[src/rtl/sysid_pkg.sv]
// Shared definitions for the system-ID / uptime slave: word map, CTRL bits, CAPS layout.
package sysid_pkg;

    typedef enum logic [2:0] {
        ADDR_ID     = 3'd0,
        ADDR_TS     = 3'd1,
        ADDR_CAPS   = 3'd2,
        ADDR_SCR    = 3'd3,
        ADDR_UP_LO  = 3'd4,
        ADDR_UP_HI  = 3'd5,
        ADDR_CTRL   = 3'd6,
        ADDR_RSVD   = 3'd7
    } sysid_addr_e;

    localparam int CTRL_EN  = 0;
    localparam int CTRL_CLR = 1;

    localparam int CAPS_PRESCALE_LSB = 16;
    localparam int CAPS_WIDTH_LSB    = 0;

    function automatic logic [31:0] caps_word(input int prescale, input int width);
        logic [31:0] w;
        w = (32'(16'(prescale)) << CAPS_PRESCALE_LSB) | (32'(8'(width)) << CAPS_WIDTH_LSB);
        return w;
    endfunction

endpackage

[src/rtl/sysid_uptime_ctr.sv]
// Prescaled free-running uptime counter with enable and synchronous clear.
module sysid_uptime_ctr
    import sysid_pkg::*;
#(
    parameter int UPTIME_W = 64,
    parameter int PRESCALE = 1
) (
    input  logic                clock,
    input  logic                reset_n,
    input  logic                i_en,
    input  logic                i_clr,
    output logic [UPTIME_W-1:0] o_count
);

    localparam int             PW       = (PRESCALE > 1) ? $clog2(PRESCALE) : 1;
    localparam logic [PW-1:0]  PRE_LAST = PW'(PRESCALE - 1);

    logic [PW-1:0]       r_pre;
    logic [UPTIME_W-1:0] r_count;
    logic                w_tick;

    assign w_tick  = i_en && (r_pre == PRE_LAST);
    assign o_count = r_count;

    // Clear wins over a tick landing on the same edge.
    always_ff @(posedge clock or negedge reset_n) begin
        if (!reset_n) begin
            r_pre   <= '0;
            r_count <= '0;
        end else if (i_clr) begin
            r_pre   <= '0;
            r_count <= '0;
        end else if (w_tick) begin
            r_pre   <= '0;
            r_count <= r_count + 1'b1;
        end else if (i_en) begin
            r_pre   <= r_pre + 1'b1;
        end
    end

endmodule

[src/rtl/sysid_uptime_slave.sv]
// Avalon-MM slave: system ID, build timestamp, capabilities, scratch, uptime with HI shadow.
module sysid_uptime_slave
    import sysid_pkg::*;
#(
    parameter logic [31:0] ID_VALUE    = 32'h0000_0000,
    parameter logic [31:0] TIMESTAMP   = 32'd1563155245,
    parameter int          UPTIME_W    = 64,
    parameter int          PRESCALE    = 1,
    parameter logic [31:0] SCRATCH_RST = 32'h0000_0000
) (
    input  logic        clock,
    input  logic        reset_n,
    input  logic [2:0]  address,
    input  logic        read,
    input  logic        write,
    input  logic [31:0] writedata,
    output logic [31:0] readdata,
    output logic        readdatavalid
);

    localparam logic [31:0] CAPS_VALUE = caps_word(PRESCALE, UPTIME_W);

    logic [UPTIME_W-1:0]  w_count;
    logic [31:0]          w_rd_mux;
    logic                 w_wr_ctrl;
    logic                 w_clr;
    logic                 w_rd_lo;
    logic                 r_en;
    logic [31:0]          r_scratch;
    logic [UPTIME_W-33:0] r_shadow;
    logic [31:0]          r_readdata;
    logic                 r_rdv;

    assign w_wr_ctrl = write && (address == ADDR_CTRL);
    assign w_clr     = w_wr_ctrl && writedata[CTRL_CLR];
    assign w_rd_lo   = read && (address == ADDR_UP_LO);

    sysid_uptime_ctr #(
        .UPTIME_W (UPTIME_W),
        .PRESCALE (PRESCALE)
    ) u_ctr (
        .clock   (clock),
        .reset_n (reset_n),
        .i_en    (r_en),
        .i_clr   (w_clr),
        .o_count (w_count)
    );

    always_comb begin
        w_rd_mux = '0;
        case (address)
            ADDR_ID:    w_rd_mux = ID_VALUE;
            ADDR_TS:    w_rd_mux = TIMESTAMP;
            ADDR_CAPS:  w_rd_mux = CAPS_VALUE;
            ADDR_SCR:   w_rd_mux = r_scratch;
            ADDR_UP_LO: w_rd_mux = w_count[31:0];
            ADDR_UP_HI: w_rd_mux = 32'(r_shadow);
            ADDR_CTRL:  w_rd_mux[CTRL_EN] = r_en;
            default:    w_rd_mux = '0;
        endcase
    end

    // Reads sample the pre-edge state, so a same-cycle write or tick is not visible.
    always_ff @(posedge clock or negedge reset_n) begin
        if (!reset_n) begin
            r_readdata <= '0;
            r_rdv      <= 1'b0;
            r_shadow   <= '0;
        end else begin
            r_rdv <= read;
            if (read) begin
                r_readdata <= w_rd_mux;
            end
            if (w_rd_lo) begin
                r_shadow <= w_count[UPTIME_W-1:32];
            end
        end
    end

    always_ff @(posedge clock or negedge reset_n) begin
        if (!reset_n) begin
            r_scratch <= SCRATCH_RST;
            r_en      <= 1'b1;
        end else begin
            if (write && (address == ADDR_SCR)) begin
                r_scratch <= writedata;
            end
            if (w_wr_ctrl) begin
                r_en <= writedata[CTRL_EN];
            end
        end
    end

    assign readdata      = r_readdata;
    assign readdatavalid = r_rdv;

endmodule

[config.mk]
export PLATFORM = sky130hd
export DESIGN_NAME = sysid_uptime_slave
export DESIGN_NICKNAME = d
export VERILOG_FILES = /design/src/rtl/sysid_pkg.sv /design/src/rtl/sysid_uptime_ctr.sv /design/src/rtl/sysid_uptime_slave.sv
export SDC_FILE = /design/constraint.sdc
export NUM_CORES = 1
export LEC_CHECK = 0
export ABC_AREA = 1
export BUFFER_PORTS_ARGS = -buffer_cell sky130_fd_sc_hd__buf_2
export CAP_MARGIN = 20
export CORE_MARGIN = 2
export CORE_UTILIZATION = 44
export CTS_CLUSTER_DIAMETER = 50
export CTS_CLUSTER_SIZE = 8
export DETAILED_ROUTE_END_ITERATION = 10
export REMOVE_ABC_BUFFERS = 1
export SLEW_MARGIN = 20
export SYNTH_ARGS = -nofsm -noshare
export SYNTH_HDL_FRONTEND = slang
export SYNTH_SLANG_ARGS = --single-unit
[constraint.sdc]
create_clock -name clock -period 2.2 [get_ports clock]
set_input_delay 0.11 -clock clock [delete_from_list [all_inputs] [get_ports clock]]
set_output_delay 0.11 -clock clock [all_outputs]
set_load 0.03 [all_outputs]
==> impl_metrics.yaml <==
floorplan:
  die_area_sq_um: 19900
  core-area_sq_um: 18600
  initial_core_util: 0.445
  io-pin-count: 72
  die_x_microns: 141
  die_y_microns: 141
  fp-row-count: 50
global_routing:
  grt_pass1_wl_microns: 38900
  grt_overflow_total: 0
  grt_max_degree: 61
  grt_usage: 0.257
  grt_pass1_vias: 7101
  antenna_found_initial: 0
worst_setup_path:
  critPathLaunchType: "flip-flop"
  worstSetupPathType: "reg2reg"
  startpoint: "r_en$_DFFE_PN1N_"
  worstPathMaxFanout: 8
  reg2reg_from: "r_en$_DFFE_PN1N_"
  cp.required_ps: 2570
  worst_setup_path_end_kind: "flip-flop"
  cp.arrival_ps: 2420
detailed_routing:
  met3_length_microns: 1460
  drtAntennaViolNets: 0
  wl_met2_microns: 11000
  firstDrtPassIters: 5
  top_layer_used: "met4"
  drc: 0
  vias_per_cell: 5.22
  wirelength_microns: 24500
  via_count: 7255
  routedWlPerCell_microns: 17.6
  met1_length_microns: 11500
  drt-initial-drc-count: 508
clock_network:
  clock-sinks: 163
  cts_max_path_buffers: 2
  cts_buffers: 17
  htree_levels: 4
  clkLatencyLatePin_ps: 440
  path_clk_slew_ps: 70
  cts_tree: "yes"
  cts_root_buf: "clkbuf_16"
yosys:
  synth_top_area_frac: 0.490
  synth_edf_count: 0
  synth_area_sq_um: 8270
  yosys.area.top_type: "dfrtp_1"
  yosysSeqAreaShare: 0.493
  ys_ff_latch: 163
  synth_area_leaders: "dfrtp_1, nand2_1, nor2_1"
  yosysUniqueCellTypes: 25
  synth-main-ff-cell: "dfrtp_1"
  yosysMostFrequentCell: "nand2_1"
  syn_area_per_cell_sq_um: 8.09
  async_flop_share: 1.00
  synthTopCellsByCount: "nand2_1, nor2_1, dfrtp_1, inv_1, o21ai_0"
  yosys_warnings: 0
  synth_cells: 1022
sta:
  timing.final.crit_share: 0.934
  skew_ps: 13.8
  tightest_slew_ps: 541
  finalHoldViolCount: 0
  setup_viol: 0
  slew_viol_final: 0
  fin_crit_ps: 2060
  setup_tns_ps: 0
  max_slew_margin: 0.638
  rsz0062_at_grt: "yes"
  fin_ws_ps: 145
  fmax_mhz: 487
final_layout:
  final_area_sq_um: 10000
  area_growth_pct: 20.9
  final_nets: 1184
  drive_above_1_share: 0.169
  antenna_cells: 0
  final_cells: 1391
  fill_cells: 1785
place:
  pre_cts_slack_ps: 177
  dp_hpwl_microns: 18100
  placed_area_sq_um: 9070
  routabilityCongestion: 0.951
  placed_cells: 1326
  port_buffers: 71
hold_path:
  min_from: "address[0]"
  worstHoldPathType: "in2reg"
power_and_ir_drop:
  finalPower_w: 0.00739
  leakage_nw: 4.66
  power_density_nw_per_um2: 739
  vdd.ir_drop.worst_v: 0.000490
run_status:
  outcome: "finished clean"
job:
  maxCapViolations: 0
==> cells by family (layout without fill, tap and decap cells) <==
family                     Yosys count  in the layout  share of synthesized area
adders and majority gates            1              1                    0.00151
AOI/OAI and AO/OA                  120            120                     0.0782
muxes                               78             78                      0.106
buffers and inverters              108            243                     0.0504
DFF                                163            163                      0.493
xor gates and xnor gates             1              1                    0.00106
and+or+nand+nor                    551            551                      0.270
==> worst paths after layout <==
kind                                                 endpoint  slack (ps)  depth (start not counted)
worst max-delay path            u_ctr.o_count[42]$_DFFE_PN0P_         140                         10
worst min-delay path                  readdata[0]$_DFFE_PN0P_          40                          4
worst max register to register  u_ctr.o_count[42]$_DFFE_PN0P_         140                         10
worst min register to register        r_shadow[2]$_DFFE_PN0P_         480                          2
max in group asynchronous            readdata[18]$_DFFE_PN0P_        1380                          3
min in group asynchronous        u_ctr.o_count[7]$_DFFE_PN0P_         150                          2
==> power breakdown <==
part / total, W / internal, W / switching (W)
clock network: 0.00305 / 0.00172 / 0.00133
logic: 0.000868 / 0.000345 / 0.000522
registers: 0.00347 / 0.00327 / 0.000194
total: 0.00739 / 0.00534 / 0.00205
==> routing by layer <==
metal / vias to the layer above / GRT usage
li1: 3593 / -
met1: 3440 / 0.356
met2: 193 / 0.402
met3: 29 / 0.0628
met4: 0 / 0.0758
met5: - / 0
==> through the flow <==
| stage | utilization | hold slack (ps) |
|---|---|---|
| after CTS | 0.538 | 28.9 |
| after floorplan | - | -186 |
| after detailed placement | 0.488 | 54.6 |
| after global placement | 0.488 | 53.7 |
| final | 0.538 | 43.5 |
| after global routing | 0.538 | 48.3 |
==> registers in the layout, indices dropped and copies added, names as in the netlist <==
signal         count
readdatavalid      1
r_scratch         32
u_ctr.r_pre        1
u_ctr.o_count     64
r_en               1
r_shadow          32
readdata          32
==> what timing repair did <==
| item | CTS | global route |
|---|---|---|
| setup buffers | 0 | 0 |
| gates resized for setup | 0 | 3 |
| hold buffers | 33 | 0 |
| setup endpoints to repair | 0 | 5 |
| endpoints found under the hold margin | 132 | 0 |
==> cell type report <==
class	instances	area, sq um	area share
Timing Repair Buffer	130	937	0.0937
Tap cell	234	293	0.0293
Sequential cell	163	4080	0.408
Clock buffer	18	439	0.0439
Inverter	81	304	0.0304
Clock inverter	14	151	0.0151
Multi-Input combinational cell	751	3790	0.380
==> layout by cell type (no fill, tap or decap), types with 7 or more instances in the layout <==
master / netlist / final
mux2_2: 52 / 52
buf_4: 0 / 22
clkbuf_16: 0 / 17
nor2_1: 180 / 178
nor2_2: 5 / 7
o211ai_1: 16 / 16
mux2_1: 26 / 26
nand3_1: 57 / 57
dlygate4sd3_1: 0 / 33
nor3_1: 8 / 7
o21ai_0: 65 / 65
inv_1: 78 / 78
nand4_1: 17 / 17
buf_2: 9 / 70
dfrtp_1: 162 / 162
nand2_1: 278 / 277
a21oi_1: 37 / 37
==> critical path: stages, from the launching register on <==
cell,delay (ps)
dfstp_2,560
nand2_1,180
inv_2,240
nand2_1,130
nor2_2,190
nand2_1,170
nor2_1,140
nand2_1,150
nand2_1,90
nand2_1,50
nor2_1,80
Power figures use the tool's default switching activity.
